File: config.mk
export PLATFORM = sky130hd
export DESIGN_NAME = cdf_read_arbiter_flat
export DESIGN_NICKNAME = d
export VERILOG_FILES = /design/src/rtl/cdf_read_arbiter_pkg.sv /design/src/rtl/cdf_read_arbiter_if.sv /design/src/rtl/cdf_lane_select.sv /design/src/rtl/cdf_read_arbiter.sv /design/src/flat_wrapper.sv
export SDC_FILE = /design/constraint.sdc
export NUM_CORES = 1
export LEC_CHECK = 0
export ABC_AREA = 1
export BUFFER_PORTS_ARGS = -buffer_cell sky130_fd_sc_hd__buf_4
export CAP_MARGIN = 20
export CORE_AREA = 2 2 79 81
export CTS_CLUSTER_DIAMETER = 40
export CTS_CLUSTER_SIZE = 25
export DETAILED_ROUTE_END_ITERATION = 12
export DIE_AREA = 0 0 81 83
export PLACE_DENSITY_LB_ADDON = 0.2
export SLEW_MARGIN = 0
export SYNTH_ARGS = -nofsm -noshare
export SYNTH_HDL_FRONTEND = slang
export SYNTH_SLANG_ARGS = --single-unit
File: constraint.sdc
create_clock -name clock -period 3.8 [get_ports clock]
set_input_delay 0.76 -clock clock [delete_from_list [all_inputs] [get_ports clock]]
set_output_delay 0.76 -clock clock [all_outputs]
set_load 0.005 [all_outputs]
File: src/rtl/cdf_read_arbiter_pkg.sv
// rtl/cdf_read_arbiter_pkg.sv - shared types and constants for the CDF read arbiter
package cdf_read_arbiter_pkg;

    localparam int ADDR_W     = 16;
    localparam int DATA_W     = 128;
    localparam int BYTE_W     = 8;
    localparam int LANE_W     = 4;
    localparam int WORD_SHIFT = 4;

    typedef enum logic [1:0] {
        IDLE = 2'd0,
        OWN0 = 2'd1,
        OWN1 = 2'd2
    } owner_e;

    // Byte address to 128-bit word address; the low nibble becomes the lane.
    function automatic logic [ADDR_W-1:0] word_addr(input logic [ADDR_W-1:0] addr);
        return addr >> WORD_SHIFT;
    endfunction

endpackage

File: src/rtl/cdf_read_arbiter_if.sv
// rtl/cdf_read_arbiter_if.sv - requester and CDF memory signals of the read arbiter
interface cdf_read_arbiter_if;
    import cdf_read_arbiter_pkg::*;

    logic              req0;
    logic              req1;
    logic [ADDR_W-1:0] addr0;
    logic [ADDR_W-1:0] addr1;
    logic              gnt0;
    logic              gnt1;
    logic              rvalid0;
    logic              rvalid1;
    logic [BYTE_W-1:0] rdata0;
    logic [BYTE_W-1:0] rdata1;
    logic              mem_en;
    logic [ADDR_W-1:0] mem_addr;
    logic [DATA_W-1:0] mem_rdata;

    modport master (
        output req0, req1, addr0, addr1, mem_rdata,
        input  gnt0, gnt1, rvalid0, rvalid1, rdata0, rdata1, mem_en, mem_addr
    );

    modport slave (
        input  req0, req1, addr0, addr1, mem_rdata,
        output gnt0, gnt1, rvalid0, rvalid1, rdata0, rdata1, mem_en, mem_addr
    );

endinterface

File: src/rtl/cdf_lane_select.sv
// rtl/cdf_lane_select.sv - picks one byte lane out of a 128-bit CDF word
module cdf_lane_select
    import cdf_read_arbiter_pkg::*;
(
    input  logic [DATA_W-1:0] data_word,
    input  logic [LANE_W-1:0] lane,
    output logic [BYTE_W-1:0] lane_byte
);

    assign lane_byte = data_word[lane*BYTE_W +: BYTE_W];

endmodule

File: src/rtl/cdf_read_arbiter.sv
// rtl/cdf_read_arbiter.sv - bounded-burst sticky arbiter for the CDF RAM read port
module cdf_read_arbiter
    import cdf_read_arbiter_pkg::*;
#(
    parameter int MAX_BURST = 16,
    parameter int CNT_W     = 5
) (
    input  logic                clock,
    input  logic                reset,
    cdf_read_arbiter_if.slave   bus
);

    localparam logic [CNT_W-1:0] MAX_CNT = CNT_W'(MAX_BURST);
    localparam logic [CNT_W-1:0] CNT_ONE = CNT_W'(1);

    owner_e            state;
    owner_e            state_nxt;
    logic [CNT_W-1:0]  burst_cnt;
    logic [CNT_W-1:0]  cnt_nxt;
    logic [CNT_W-1:0]  cnt_inc;
    logic              grant0;
    logic              grant1;
    logic [ADDR_W-1:0] granted_addr;

    logic              ret_valid;
    logic              ret_port;
    logic [LANE_W-1:0] ret_lane;
    logic [BYTE_W-1:0] lane_byte;

    assign cnt_inc = (burst_cnt >= MAX_CNT) ? MAX_CNT : burst_cnt + CNT_ONE;

    always_comb begin
        state_nxt = state;
        cnt_nxt   = burst_cnt;
        grant0    = 1'b0;
        grant1    = 1'b0;
        case (state)
            IDLE: begin
                if (bus.req0) begin
                    grant0    = 1'b1;
                    state_nxt = OWN0;
                    cnt_nxt   = CNT_ONE;
                end else if (bus.req1) begin
                    grant1    = 1'b1;
                    state_nxt = OWN1;
                    cnt_nxt   = CNT_ONE;
                end
            end
            OWN0: begin
                if (bus.req0 && (!bus.req1 || burst_cnt < MAX_CNT)) begin
                    grant0  = 1'b1;
                    cnt_nxt = cnt_inc;
                end else if (bus.req1) begin
                    grant1    = 1'b1;
                    state_nxt = OWN1;
                    cnt_nxt   = CNT_ONE;
                end else begin
                    state_nxt = IDLE;
                    cnt_nxt   = '0;
                end
            end
            OWN1: begin
                if (bus.req1 && (!bus.req0 || burst_cnt < MAX_CNT)) begin
                    grant1  = 1'b1;
                    cnt_nxt = cnt_inc;
                end else if (bus.req0) begin
                    grant0    = 1'b1;
                    state_nxt = OWN0;
                    cnt_nxt   = CNT_ONE;
                end else begin
                    state_nxt = IDLE;
                    cnt_nxt   = '0;
                end
            end
            default: begin
                state_nxt = IDLE;
                cnt_nxt   = '0;
            end
        endcase
        // No port may see a grant while reset is held; that read would be lost anyway.
        if (reset) begin
            grant0 = 1'b0;
            grant1 = 1'b0;
        end
    end

    always_ff @(posedge clock) begin
        if (reset) begin
            state     <= IDLE;
            burst_cnt <= '0;
            ret_valid <= 1'b0;
            ret_port  <= 1'b0;
            ret_lane  <= '0;
        end else begin
            state     <= state_nxt;
            burst_cnt <= cnt_nxt;
            ret_valid <= grant0 | grant1;
            ret_port  <= grant1;
            ret_lane  <= granted_addr[LANE_W-1:0];
        end
    end

    assign granted_addr = grant1 ? bus.addr1 : bus.addr0;

    assign bus.gnt0     = grant0;
    assign bus.gnt1     = grant1;
    assign bus.mem_en   = grant0 | grant1;
    assign bus.mem_addr = (grant0 | grant1) ? word_addr(granted_addr) : '0;

    cdf_lane_select u_lane_select (
        .data_word (bus.mem_rdata),
        .lane      (ret_lane),
        .lane_byte (lane_byte)
    );

    // Returned data is masked during reset so an in-flight read never surfaces.
    assign bus.rvalid0 = ret_valid & ~ret_port & ~reset;
    assign bus.rvalid1 = ret_valid &  ret_port & ~reset;
    assign bus.rdata0  = bus.rvalid0 ? lane_byte : '0;
    assign bus.rdata1  = bus.rvalid1 ? lane_byte : '0;

endmodule

File: src/flat_wrapper.sv
// flat-port wrapper written by rule: the top's interface ports become plain ports
module cdf_read_arbiter_flat import cdf_read_arbiter_pkg::*;
#(
    parameter int MAX_BURST = 16,
    parameter int CNT_W     = 5
)
  (clock, reset, bus_req0, bus_req1, bus_addr0, bus_addr1, bus_mem_rdata, bus_gnt0, bus_gnt1, bus_rvalid0, bus_rvalid1, bus_rdata0, bus_rdata1, bus_mem_en, bus_mem_addr);
  cdf_read_arbiter_if bus_i ();
  input  logic clock;
  input  logic reset;
  input wire logic [$bits(bus_i.req0)-1:0] bus_req0;
  input wire logic [$bits(bus_i.req1)-1:0] bus_req1;
  input wire logic [$bits(bus_i.addr0)-1:0] bus_addr0;
  input wire logic [$bits(bus_i.addr1)-1:0] bus_addr1;
  input wire logic [$bits(bus_i.mem_rdata)-1:0] bus_mem_rdata;
  output wire logic [$bits(bus_i.gnt0)-1:0] bus_gnt0;
  output wire logic [$bits(bus_i.gnt1)-1:0] bus_gnt1;
  output wire logic [$bits(bus_i.rvalid0)-1:0] bus_rvalid0;
  output wire logic [$bits(bus_i.rvalid1)-1:0] bus_rvalid1;
  output wire logic [$bits(bus_i.rdata0)-1:0] bus_rdata0;
  output wire logic [$bits(bus_i.rdata1)-1:0] bus_rdata1;
  output wire logic [$bits(bus_i.mem_en)-1:0] bus_mem_en;
  output wire logic [$bits(bus_i.mem_addr)-1:0] bus_mem_addr;
  assign bus_i.req0 = bus_req0;
  assign bus_i.req1 = bus_req1;
  assign bus_i.addr0 = bus_addr0;
  assign bus_i.addr1 = bus_addr1;
  assign bus_i.mem_rdata = bus_mem_rdata;
  assign bus_gnt0 = bus_i.gnt0;
  assign bus_gnt1 = bus_i.gnt1;
  assign bus_rvalid0 = bus_i.rvalid0;
  assign bus_rvalid1 = bus_i.rvalid1;
  assign bus_rdata0 = bus_i.rdata0;
  assign bus_rdata1 = bus_i.rdata1;
  assign bus_mem_en = bus_i.mem_en;
  assign bus_mem_addr = bus_i.mem_addr;
  cdf_read_arbiter #(.MAX_BURST(MAX_BURST), .CNT_W(CNT_W)) u_core (.clock(clock), .reset(reset), .bus(bus_i));
endmodule
==> results of run 1 <==
-- final cells by class --
type,instances,area (µm²)
fillers,544,1780
clock buffers,4,45.0
flip-flops and latches,13,262
inverters,90,340
well taps,75,93.8
repair buffers,202,1520
multi-input cells,402,1780
-- sequential cells by signal (all words and copies together) (netlist names) --
signal	flops
u_core.ret_valid	1
u_core.ret_lane	4
u_core.state	2
u_core.ret_port	1
u_core.burst_cnt	5
-- placed cells by master (no fill, tap or decap) --
| cell type | instances |
|---|---|
| a21oi_1 | 18 |
| a21oi_2 | 1 |
| a31oi_1 | 1 |
| buf_4 | 202 |
| clkbuf_1 | 1 |
| clkbuf_8 | 3 |
| conb_1 | 4 |
| dfxtp_1 | 12 |
| dfxtp_2 | 1 |
| ha_1 | 2 |
| inv_1 | 87 |
| inv_2 | 2 |
| inv_4 | 1 |
| nand2_1 | 225 |
| nand2_2 | 1 |
| nand2_4 | 2 |
| nand3_1 | 92 |
| nand3_2 | 1 |
| nand3b_1 | 12 |
| nor2_1 | 25 |
| nor2_2 | 6 |
| nor3_1 | 2 |
| o21ai_0 | 7 |
| o21bai_1 | 2 |
| xor2_1 | 1 |
-- worst max path at each step --
| stage | to | cells past startpoint | slack, ns | start |
|---|---|---|---|---|
| 5_1_grt | bus_rdata0[7] | 8 | 0.78 | u_core.ret_lane[0]$_SDFF_PP0_ |
| 2_1_floorplan | bus_mem_addr[10] | 9 | 1.46 | bus_req1 |
| 6_report | bus_rdata0[7] | 8 | 0.94 | u_core.ret_lane[0]$_SDFF_PP0_ |
| 3_5_place_dp | bus_mem_addr[0] | 10 | 0.99 | bus_req1 |
| 4_1_cts | bus_rdata0[7] | 8 | 0.91 | u_core.ret_lane[0]$_SDFF_PP0_ |
| 3_3_place_gp | bus_mem_addr[7] | 10 | 1.10 | bus_req1 |
-- power groups by stage --
stage	clock, mW	sequential, mW	combinational (mW)
floorplan	0	0.154	0.272
global placement	0	0.159	0.473
detailed placement	0	0.159	0.481
CTS	0.128	0.156	0.483
global route	0.135	0.158	0.538
finish	0.126	0.156	0.481
-- layer usage --
| metal | GRT usage, % | share of wire, % |
|---|---|---|
| met2 | 50.8 | 51 |
| met1 | 29.8 | 37 |
| met3 | 5.00 | 9.4 |
| met5 | 0 | 0 |
| met4 | 8.17 | 2.5 |
-- cell families after synthesis --
| family | share of synthesized area (%) |
|---|---|
| AOI/OAI and AO/OA | 6.11 |
| buffers and inverters | 20.1 |
| xor gates and xnor gates | 0.345 |
| adders and majority gates | 0.986 |
| other | 0.148 |
| and+or+nand+nor | 62.1 |
| DFF | 10.3 |
-- worst max-delay path, delay by kind of cell, from the launching register on --
| kind | cells | cell delay (ns) |
|---|---|---|
| buffers and inverters | 3 | 0.99 |
| and+or+nand+nor | 4 | 0.42 |
| DFF | 1 | 0.32 |
| AOI/OAI and AO/OA | 1 | 0.12 |
-- per-stage QoR --
stage	total power, mW	std cells	hold slack, ns
3_5_place_dp	0.640	782	0.485
2_1_floorplan	0.426	538	0.463
4_1_cts	0.768	786	0.495
3_3_place_gp	0.632	782	0.483
5_1_grt	0.831	786	0.509
6_report	0.763	786	0.499
==> summary.md, run 1 <==
| Metric | Value |
|---|---|
| Wirelength, routed | around 9600 µm |
| Status | completed |
| Unrepaired setup endpoints after global routing | false |
| Post-CTS setup buffer count | 0 |
| CP required | approximately 3 ns |
| Distinct cells, synth | 26 |
| Die span in y | around 83 µm |
| Post-synthesis area per instance | ~4.7 µm² |
| Clock share of power | between 15 and 20% |
| Max-slew violation count | 0 |
| Worst-path clk slew | roughly 0.060 ns |
| #FFs+latches synth | 13 |
| RePlAce Congestion | 0.809 |
| Number of global-route vias before repair | roughly 3.6k |
| Reg2reg start | u_core.burst_cnt[4]$_SDFFE_PP0P_ |
| CTS Buf Count | 3 |
| Placed wire-length estimate | around 7700 µm |
| Buffers on Ports | just under 200 |
| Routed len/inst | approximately 12 µm |
| Max cap viols | 0 |
| GRT Residual Overflow | 0 |
| Worst skew pair latency | between 0.2 and 0.3 ns |
| GRT Util Overall | around 27% |
| Initial antenna violation count | 0 |
| Endpoints failing hold | 0 |
| Worst endpoint data arrival time | about 2.1 ns |
| Post-route ant nets | 0 |
| Worst vdd ir | 0.179 mV |
| Switch share | 40.6% |
| Dpl ws | between 0.9 and 1 ns |
| Reg-to-Reg End | u_core.ret_lane[1]$_SDFF_PP0_ |
| Clock Skews | ~0.0099 ns |
| Hold Startpoint | u_core.burst_cnt[3]$_SDFFE_PP0P_ |
| Synth warn | 0 |
| Synth Cell Area | roughly 2500 µm² |
| Min cycle time layout | ~2.9 ns |
| CTS Sinks | 13 |
| Global-route wire length before repair | 15100 µm |
| Critical path endpoint category | primary output |
| Largest net degree at the start of global routing | between 60 and 70 |
| Startpoint types | flop |
| Seq/Total Area, Yosys | between 10% and 20% |
| Setup ws final | about 0.94 ns |
| Rows | 28 |
| Crit path largest cell delay | roughly 0.45 ns |
| First drt pass iteration count | 5 |
| EDFF count, synth | 0 |
| PwrDens | approximately 190 nW/µm² |
| Die Wd | about 80 µm |
| Full die area | a little under 7000 µm² |
| Worst slew margin | 58.5% |
| H-tree levels | 1 |
| Final core occ | a little over two thirds |
| Initial drt markers | ~180 |
| Starting Density | between 40% and 50% |
| Post-Syn Instances | between 500 and 600 |
| Share of flip-flops with an asynchronous set or reset | 0% |
| Class of the worst hold path | flop to flop |
| Tightest Pin Transition | 0.622 ns |
| Sequential Power Share | roughly a fifth |
| Area Overhead vs Synth | 59.0% |
| Antenna cells | 0 |
| P_sw | about 0.31 mW |
| Cell at the slowest stage of the critical path | inv_2 |
| Post-route cell area | between 4000 and 5000 µm² |
| Highest Clock Rate | between 0.3 and 0.4 GHz |
| Most frequent cell after synthesis | nand2_1 |
| Crit-path most repeated cell | nand3_1 |
| Root Driver | clkbuf_8 |
| Core box area | slightly below 6000 µm² |
| Area share of the largest cell type after synthesis | 33.3% |
| R2R setup slack | 2.28 ns |
| Worst Hold End | u_core.burst_cnt[3]$_SDFFE_PP0P_ |
| CTS Hold Bufs | 0 |
| CP Max Fanout | 39 |
| IO Pins | ~200 |
| Layout cells sized above 1 | 30.9% |
| Crit path kind | flop to primary output |
| CTS tree | yes |
| Hold depth | 2 |
| DR vias | between 3k and 4k |
| Deepest clock path buffer count | 2 |
| NumNets Final | 878 |
| Most frequent cells after synthesis | nand2_1 (225), nand3_1 (92), inv_1 (87), nor2_1 (25), a21oi_1 (18) |
| Setup TNS Final | 0 ns |
| Synth area leader | nand2_1 |
| Post_cts resized | 0 |
| Ys flop type | dfxtp_1 |
| Ranking of synthesized cells by area | nand2_1 (33%), nand3_1 (18%), inv_1 (13%) |
| Finish-stage setup viols | 0 |
| Placed cell area | about 4000 µm² |
| Crit-path cells | inv_2 -> buf_4 -> nand2_1 -> nand3_1 -> nand3_1 -> nand3_1 -> a21oi_1 -> buf_4 |
| Leakage | ~2.5 nW |
| Internal power | roughly 0.45 mW |
| R2R depth | 7 |
| Fin crit share | 75.2% |
| Comb pwr share | around 63% |
| Drc violations | 0 |
| DR vias/cell | 4.92 |
Note: power is estimated with default switching activity, not from simulation.
==> run 2: changes to the inputs <==
Settings changed: CORE_AREA 2 2 79 81 to 2 2 86 88, DIE_AREA 0 0 81 83 to 0 0 88 90.
Clock period 3.8 ns to 2.4 ns, I/O delays scaled along.
==> run 2 against run 1 <==
Against the previous run:
- sequential cell count unchanged
- sequential share of layout area down 0.14 points
- core utilization is 11 points lower
- global-route usage fell by 2.3 points
- via count fell by 1.2%
- critical endpoint is now bus_mem_addr[7]
- largest cell class unchanged
==> summary.md, run 2 (synthesized netlist as in run 1, its figures left out) <==
| Metric | Value |
|---|---|
| Deepest clock path buffer count | 2 |
| CTS Buf Count | 3 |
| Worst slew margin | around three fifths |
| CP Max Fanout | 17 |
| DR vias/cell | 4.69 |
| Max-slew violation count | 0 |
| Worst endpoint data arrival time | 1.69 ns |
| Area Overhead vs Synth | 62.4% |
| Commonest non-fill, non-tap cell in the layout | nand2_1 |
| Rows | 31 |
| Class of the worst hold path | primary input to flop |
| Finish-stage setup viols | 0 |
| Post-route ant nets | 0 |
| Antenna cells | 0 |
| PwrDens | slightly below 300 nW/µm² |
| Number of global-route vias before repair | roughly 3.7k |
| FF/Latch Area | around 260 µm² |
| Initial drt markers | 145 |
| Filler cells | roughly 740 |
| CTS Hold Bufs | 0 |
| R2R depth | 8 |
| Layout cells sized above 1 | between 30% and 40% |
| Root Driver | clkbuf_8 |
| Placed cell area | between 4000 and 5000 µm² |
| Top cell family by delay on the critical path | simple AND/OR/NAND/NOR gates |
| Drc violations | 0 |
| Top Registers | u_core.burst_cnt: 5 flops, u_core.ret_lane: 4 flops, u_core.state: 2 flops |
| Min cycle time layout | 2.17 ns |
| # placed instances | just over 800 |
| RePlAce Congestion | 0.898 |
| Hold depth | 2 |
| Worst-path clk slew | approximately 0.050 ns |
| Die span in y | approximately 90 µm |
| Buffers on Ports | just under 200 |
| R2R setup slack | roughly 1.0 ns |
| WP buf/inv | 3 |
| Unrepaired setup endpoints after global routing | false |
| Crit path largest cell delay | ~0.39 ns |
| Crit-path cells | inv_1 -> nor2_1 -> nand2_2 -> nand3_2 -> nand2_4 -> inv_4 -> nor2_1 -> nor2_2 -> buf_4 |
| Fin Hold WS | 0.428 ns |
| Crit path kind | flop to primary output |
| Crit-path most repeated cell | nor2_1 |
| Startpoint types | flop |
| Most flop-heavy register | u_core.burst_cnt |
| Multi-input logic area | 1780 µm² |
| Post-CTS setup buffer count | 0 |
| Critical path endpoint category | primary output |
| Tightest Pin Transition | just under 0.6 ns |
| DR vias | roughly 3.8k |
| IO Pins | roughly 200 |
| Worst vdd ir | between 0.2 and 0.3 mV |
| Max cap viols | 0 |
| Routed len/inst | roughly 12 µm |
| Status | completed |
| Die Wd | 88 µm |
| GRT Residual Overflow | 0 |
| GRT Util Overall | about a quarter |
| Core box area | roughly 7000 µm² |
| Highest Clock Rate | 0.461 GHz |
| Clock Skews | 0.000280 ns |
| Largest net degree at the start of global routing | 37 |
| Max reg flops | 5 |
| Cell Count, Final, Fillers Out | just over 800 |
| Cell at the slowest stage of the critical path | dfxtp_1 |
| NumNets Final | approximately 900 |
| Endpoints failing hold | 0 |
| Setup TNS Final | 0 ns |
| Wirelength, routed | 10000 µm |
| Global-route wire length before repair | approximately 16000 µm |
| Leakage | around 2.6 nW |
| H-tree levels | 1 |
| Fin crit share | about nine tenths |
| Initial antenna violation count | 0 |
| Most frequent cells in the layout | nand2_1 (225), buf_4 (205), nand3_1 (92), inv_1 (87), nor2_1 (25) |
| Placed wire-length estimate | around 8000 µm |
| Post-route cell area | between 4000 and 5000 µm² |
| CP required | between 1.5 and 2 ns |
| Worst path depth | 9 |
| Starting Density | approximately 36% |
| CTS tree | yes |
| Full die area | between 7000 and 8000 µm² |
| Worst skew pair latency | 0.24 ns |
| First drt pass iteration count | 4 |
| CTS Sinks | 13 |
## run 2: per-layer routing
layer / routed length (µm) / part of all wire (%) / vias to the layer above / global-route usage, %
met5: 0 / 0 / - / 0
li1: - / - / 1978 / -
met4: 259 / 2.6 / 0 / 7.56
met2: 4920 / 49 / 196 / 44.2
met3: 961 / 9.6 / 24 / 2.57
met1: 3880 / 39 / 1626 / 30.5
## run 2: layout make-up
type,count,area share (%)
multi-input cells,402,43.2
flip-flops and latches,13,6.34
repair buffers,207,38.1
inverters,90,8.32
well taps,99,3.00
clock buffers,4,1.09
## run 2: power breakdown
part           leakage (nW)  switching (mW)  internal (mW)
clock network        0.0228          0.0727          0.117
logic                  2.43           0.408          0.383
registers             0.107          0.0132          0.232
## run 2: per-stage QoR
| step | setup WS [ns] | util [%] | total power [mW] |
|---|---|---|---|
| finish | 0.229 | 58.7 | 1.23 |
| global route | 0.0499 | 58.7 | 1.34 |
| CTS | 0.157 | 58.6 | 1.23 |
| detailed placement | 0.288 | 58.0 | 1.04 |
| global placement | 0.326 | 58.0 | 1.03 |
| floorplan | 0.616 | - | 0.674 |
## run 2: worst reg2reg max path, cell delays in order (launching register included)
cell     delay (ns)
dfxtp_1        0.39
inv_1          0.08
nor2_1         0.20
nand2_2        0.10
nand3_2        0.11
nand2_4        0.11
inv_4          0.17
nand2_1        0.09
nand2_1        0.08
## run 2: repair_timing
item	4_1_cts	5_1_grt
gates resized for setup	0	3
endpoints found under the setup margin	0	8
endpoints found under the hold margin	0	0
## run 2: worst paths after layout
path,start,end
setup / recovery,u_core.state[1]$_SDFFE_PP0P_,bus_mem_addr[7]
hold / removal,reset,u_core.burst_cnt[3]$_SDFFE_PP0P_
setup reg to reg,u_core.state[1]$_SDFFE_PP0P_,u_core.ret_lane[0]$_SDFF_PP0_
hold reg to reg,u_core.burst_cnt[3]$_SDFFE_PP0P_,u_core.burst_cnt[3]$_SDFFE_PP0P_
==> run 3: changes to the inputs <==
Settings changed: CORE_AREA 2 2 86 88 to 2 2 74 104, DIE_AREA 0 0 88 90 to 0 0 76 106.
==> run 3 against run 2 <==
Against the previous run:
- die area rose by 1.7%
- cell area fell by 0.58%
- cell count fell by 0.49%
- sequential share of layout area barely moved
- register-to-register slack improved by 0.05 ns
- worst hold slack got worse by 0.016 ns
- total power fell by 0.36%
- routed wire length rose by 0.41%
- sequential power barely moved
- clock power rose by 2%
- critical path type unchanged
==> summary.md, run 3 (synthesized netlist as in run 1, its figures left out) <==
| Metric | Value |
|---|---|
| Core box area | roughly 7200 µm² |
| Area Overhead vs Synth | 61.5% |
| Crit path kind | flop to primary output |
| Worst skew pair latency | ~0.25 ns |
| Largest net degree at the start of global routing | 65 |
| Placed wire-length estimate | approximately 8100 µm |
| Worst endpoint data arrival time | about 1.7 ns |
| Max reg flops | 5 |
| Global-route wire length before repair | 16500 µm |
| CP Max Fanout | between 60 and 70 |
| Full die area | between 8000 and 9000 µm² |
| Critical path endpoint category | primary output |
| Die Wd | between 70 and 80 µm |
| P_sw | 0.494 mW |
| Number of global-route vias before repair | 3634 |
| DR vias | 3827 |
| Class of the worst hold path | primary input to flop |
| Status | completed |
| Antenna cells | 0 |
| Min cycle time layout | around 2.2 ns |
| Worst slew margin | about 63% |
| CTS Hold Bufs | 0 |
| Fin Hold WS | between 0.4 and 0.5 ns |
| Clock share of power | 15.9% |
| Initial drt markers | about 270 |
| Placed cell area | between 4000 and 5000 µm² |
| NumNets Final | 881 |
| CP required | about 1.9 ns |
| Most frequent cells in the layout | nand2_1 (225), buf_4 (204), nand3_1 (92), inv_1 (87), nor2_1 (25) |
| First drt pass iteration count | 4 |
| Buffers on Ports | 196 |
| CTS tree | yes |
| Worst-path clk slew | roughly 0.050 ns |
| Fin crit share | 91.9% |
| Die span in y | around 110 µm |
| Routed len/inst | 12.4 µm |
| Max cap viols | 0 |
| PwrDens | approximately 300 nW/µm² |
| Comb pwr share | a little under two thirds |
| Tightest Pin Transition | approximately 0.55 ns |
| GRT Util Overall | between 20 and 25% |
| Layout cells sized above 1 | a little under a third |
| Finish-stage setup viols | 0 |
| Most flop-heavy register | u_core.burst_cnt |
| Starting Density | between 30 and 40% |
| Sequential Power Share | 20.3% |
| Final core occ | between 50% and 60% |
| Highest Clock Rate | about 0.45 GHz |
| Wirelength, routed | between 10000 and 15000 µm |
| Setup TNS Final | 0 ns |
| Post_cts resized | 0 |
| Initial antenna violation count | 0 |
| Post-CTS setup buffer count | 0 |
| Startpoint types | flop |
| Root Driver | clkbuf_8 |
| Rows | 37 |
| DR vias/cell | between 4 and 5 |
| H-tree levels | 1 |
| CTS Sinks | 13 |
| CTS Buf Count | 3 |
| Worst vdd ir | roughly 0.34 mV |
| Deepest clock path buffer count | 2 |
| Unrepaired setup endpoints after global routing | false |
| Post-route cell area | about 4100 µm² |
| Max-slew violation count | 0 |
| Leakage | about 2.6 nW |
| Endpoints failing hold | 0 |
| RePlAce Congestion | approximately 0.86 |
| Clock Skews | between 0.006 and 0.007 ns |
| Switch share | between 40% and 50% |
| Internal power | about 0.73 mW |
| GRT Residual Overflow | 0 |
| Top Registers | u_core.burst_cnt: 5 flops, u_core.ret_lane: 4 flops, u_core.state: 2 flops |
| IO Pins | about 200 |
| Post-route ant nets | 0 |
| Drc violations | 0 |
| Commonest non-fill, non-tap cell in the layout | nand2_1 |
-- run 3: power by group through the flow --
stage	Clock [mW]	Sequential [mW]	Combinational, mW
after global routing	0.209	0.251	0.871
after CTS	0.200	0.248	0.782
after global placement	0	0.252	0.770
final	0.194	0.248	0.779
after floorplan	0	0.244	0.430
after detailed placement	0	0.253	0.778
-- run 3: worst paths after layout --
check,startpoint,to,slack (ns),cells past startpoint
hold / removal,reset,u_core.burst_cnt[3]$_SDFFE_PP0P_,0.41,2
setup / recovery,u_core.ret_lane[0]$_SDFF_PP0_,bus_rdata1[2],0.19,9
hold reg to reg,u_core.burst_cnt[3]$_SDFFE_PP0P_,u_core.burst_cnt[3]$_SDFFE_PP0P_,0.50,2
setup reg to reg,u_core.burst_cnt[4]$_SDFFE_PP0P_,u_core.burst_cnt[2]$_SDFFE_PP0P_,1.06,7
-- run 3: worst max-delay path, cell delays in order, from the launching register on --
cell and delay [ns]:
dfxtp_2 0.32, inv_2 0.06, buf_12 0.25, nand2_1 0.08, nand2_1 0.08, nand2_1 0.06, nand3_1 0.08, nand3_1 0.18
a21oi_1 0.20, buf_4 0.14
-- run 3: layout make-up --
class | instances | area [µm²]
well taps | 97 | 121
flip-flops and latches | 13 | 262
inverters | 90 | 340
repair buffers | 205 | 1550
fillers | 747 | 3080
multi-input cells | 402 | 1780
clock buffers | 4 | 45.0
-- run 3: layer usage --
metal / vias up / GRT usage [%] / share of wire, % / wire, µm
met5: - / 0 / 0 / 0
met4: 0 / 3.90 / 0.70 / 70
met3: 6 / 2.97 / 8.1 / 817
met2: 166 / 47.4 / 52 / 5200
met1: 1683 / 28.3 / 39 / 3970
li1: 1972 / - / - / -
-- run 3: through the flow --
| step | setup slack (ns) | std cells | power (mW) |
|---|---|---|---|
| 2_1_floorplan | 0.616 | 538 | 0.674 |
| 3_3_place_gp | 0.378 | 807 | 1.02 |
| 3_5_place_dp | 0.355 | 807 | 1.03 |
| 4_1_cts | 0.164 | 811 | 1.23 |
| 5_1_grt | 0.0321 | 811 | 1.33 |
| 6_report | 0.194 | 811 | 1.22 |
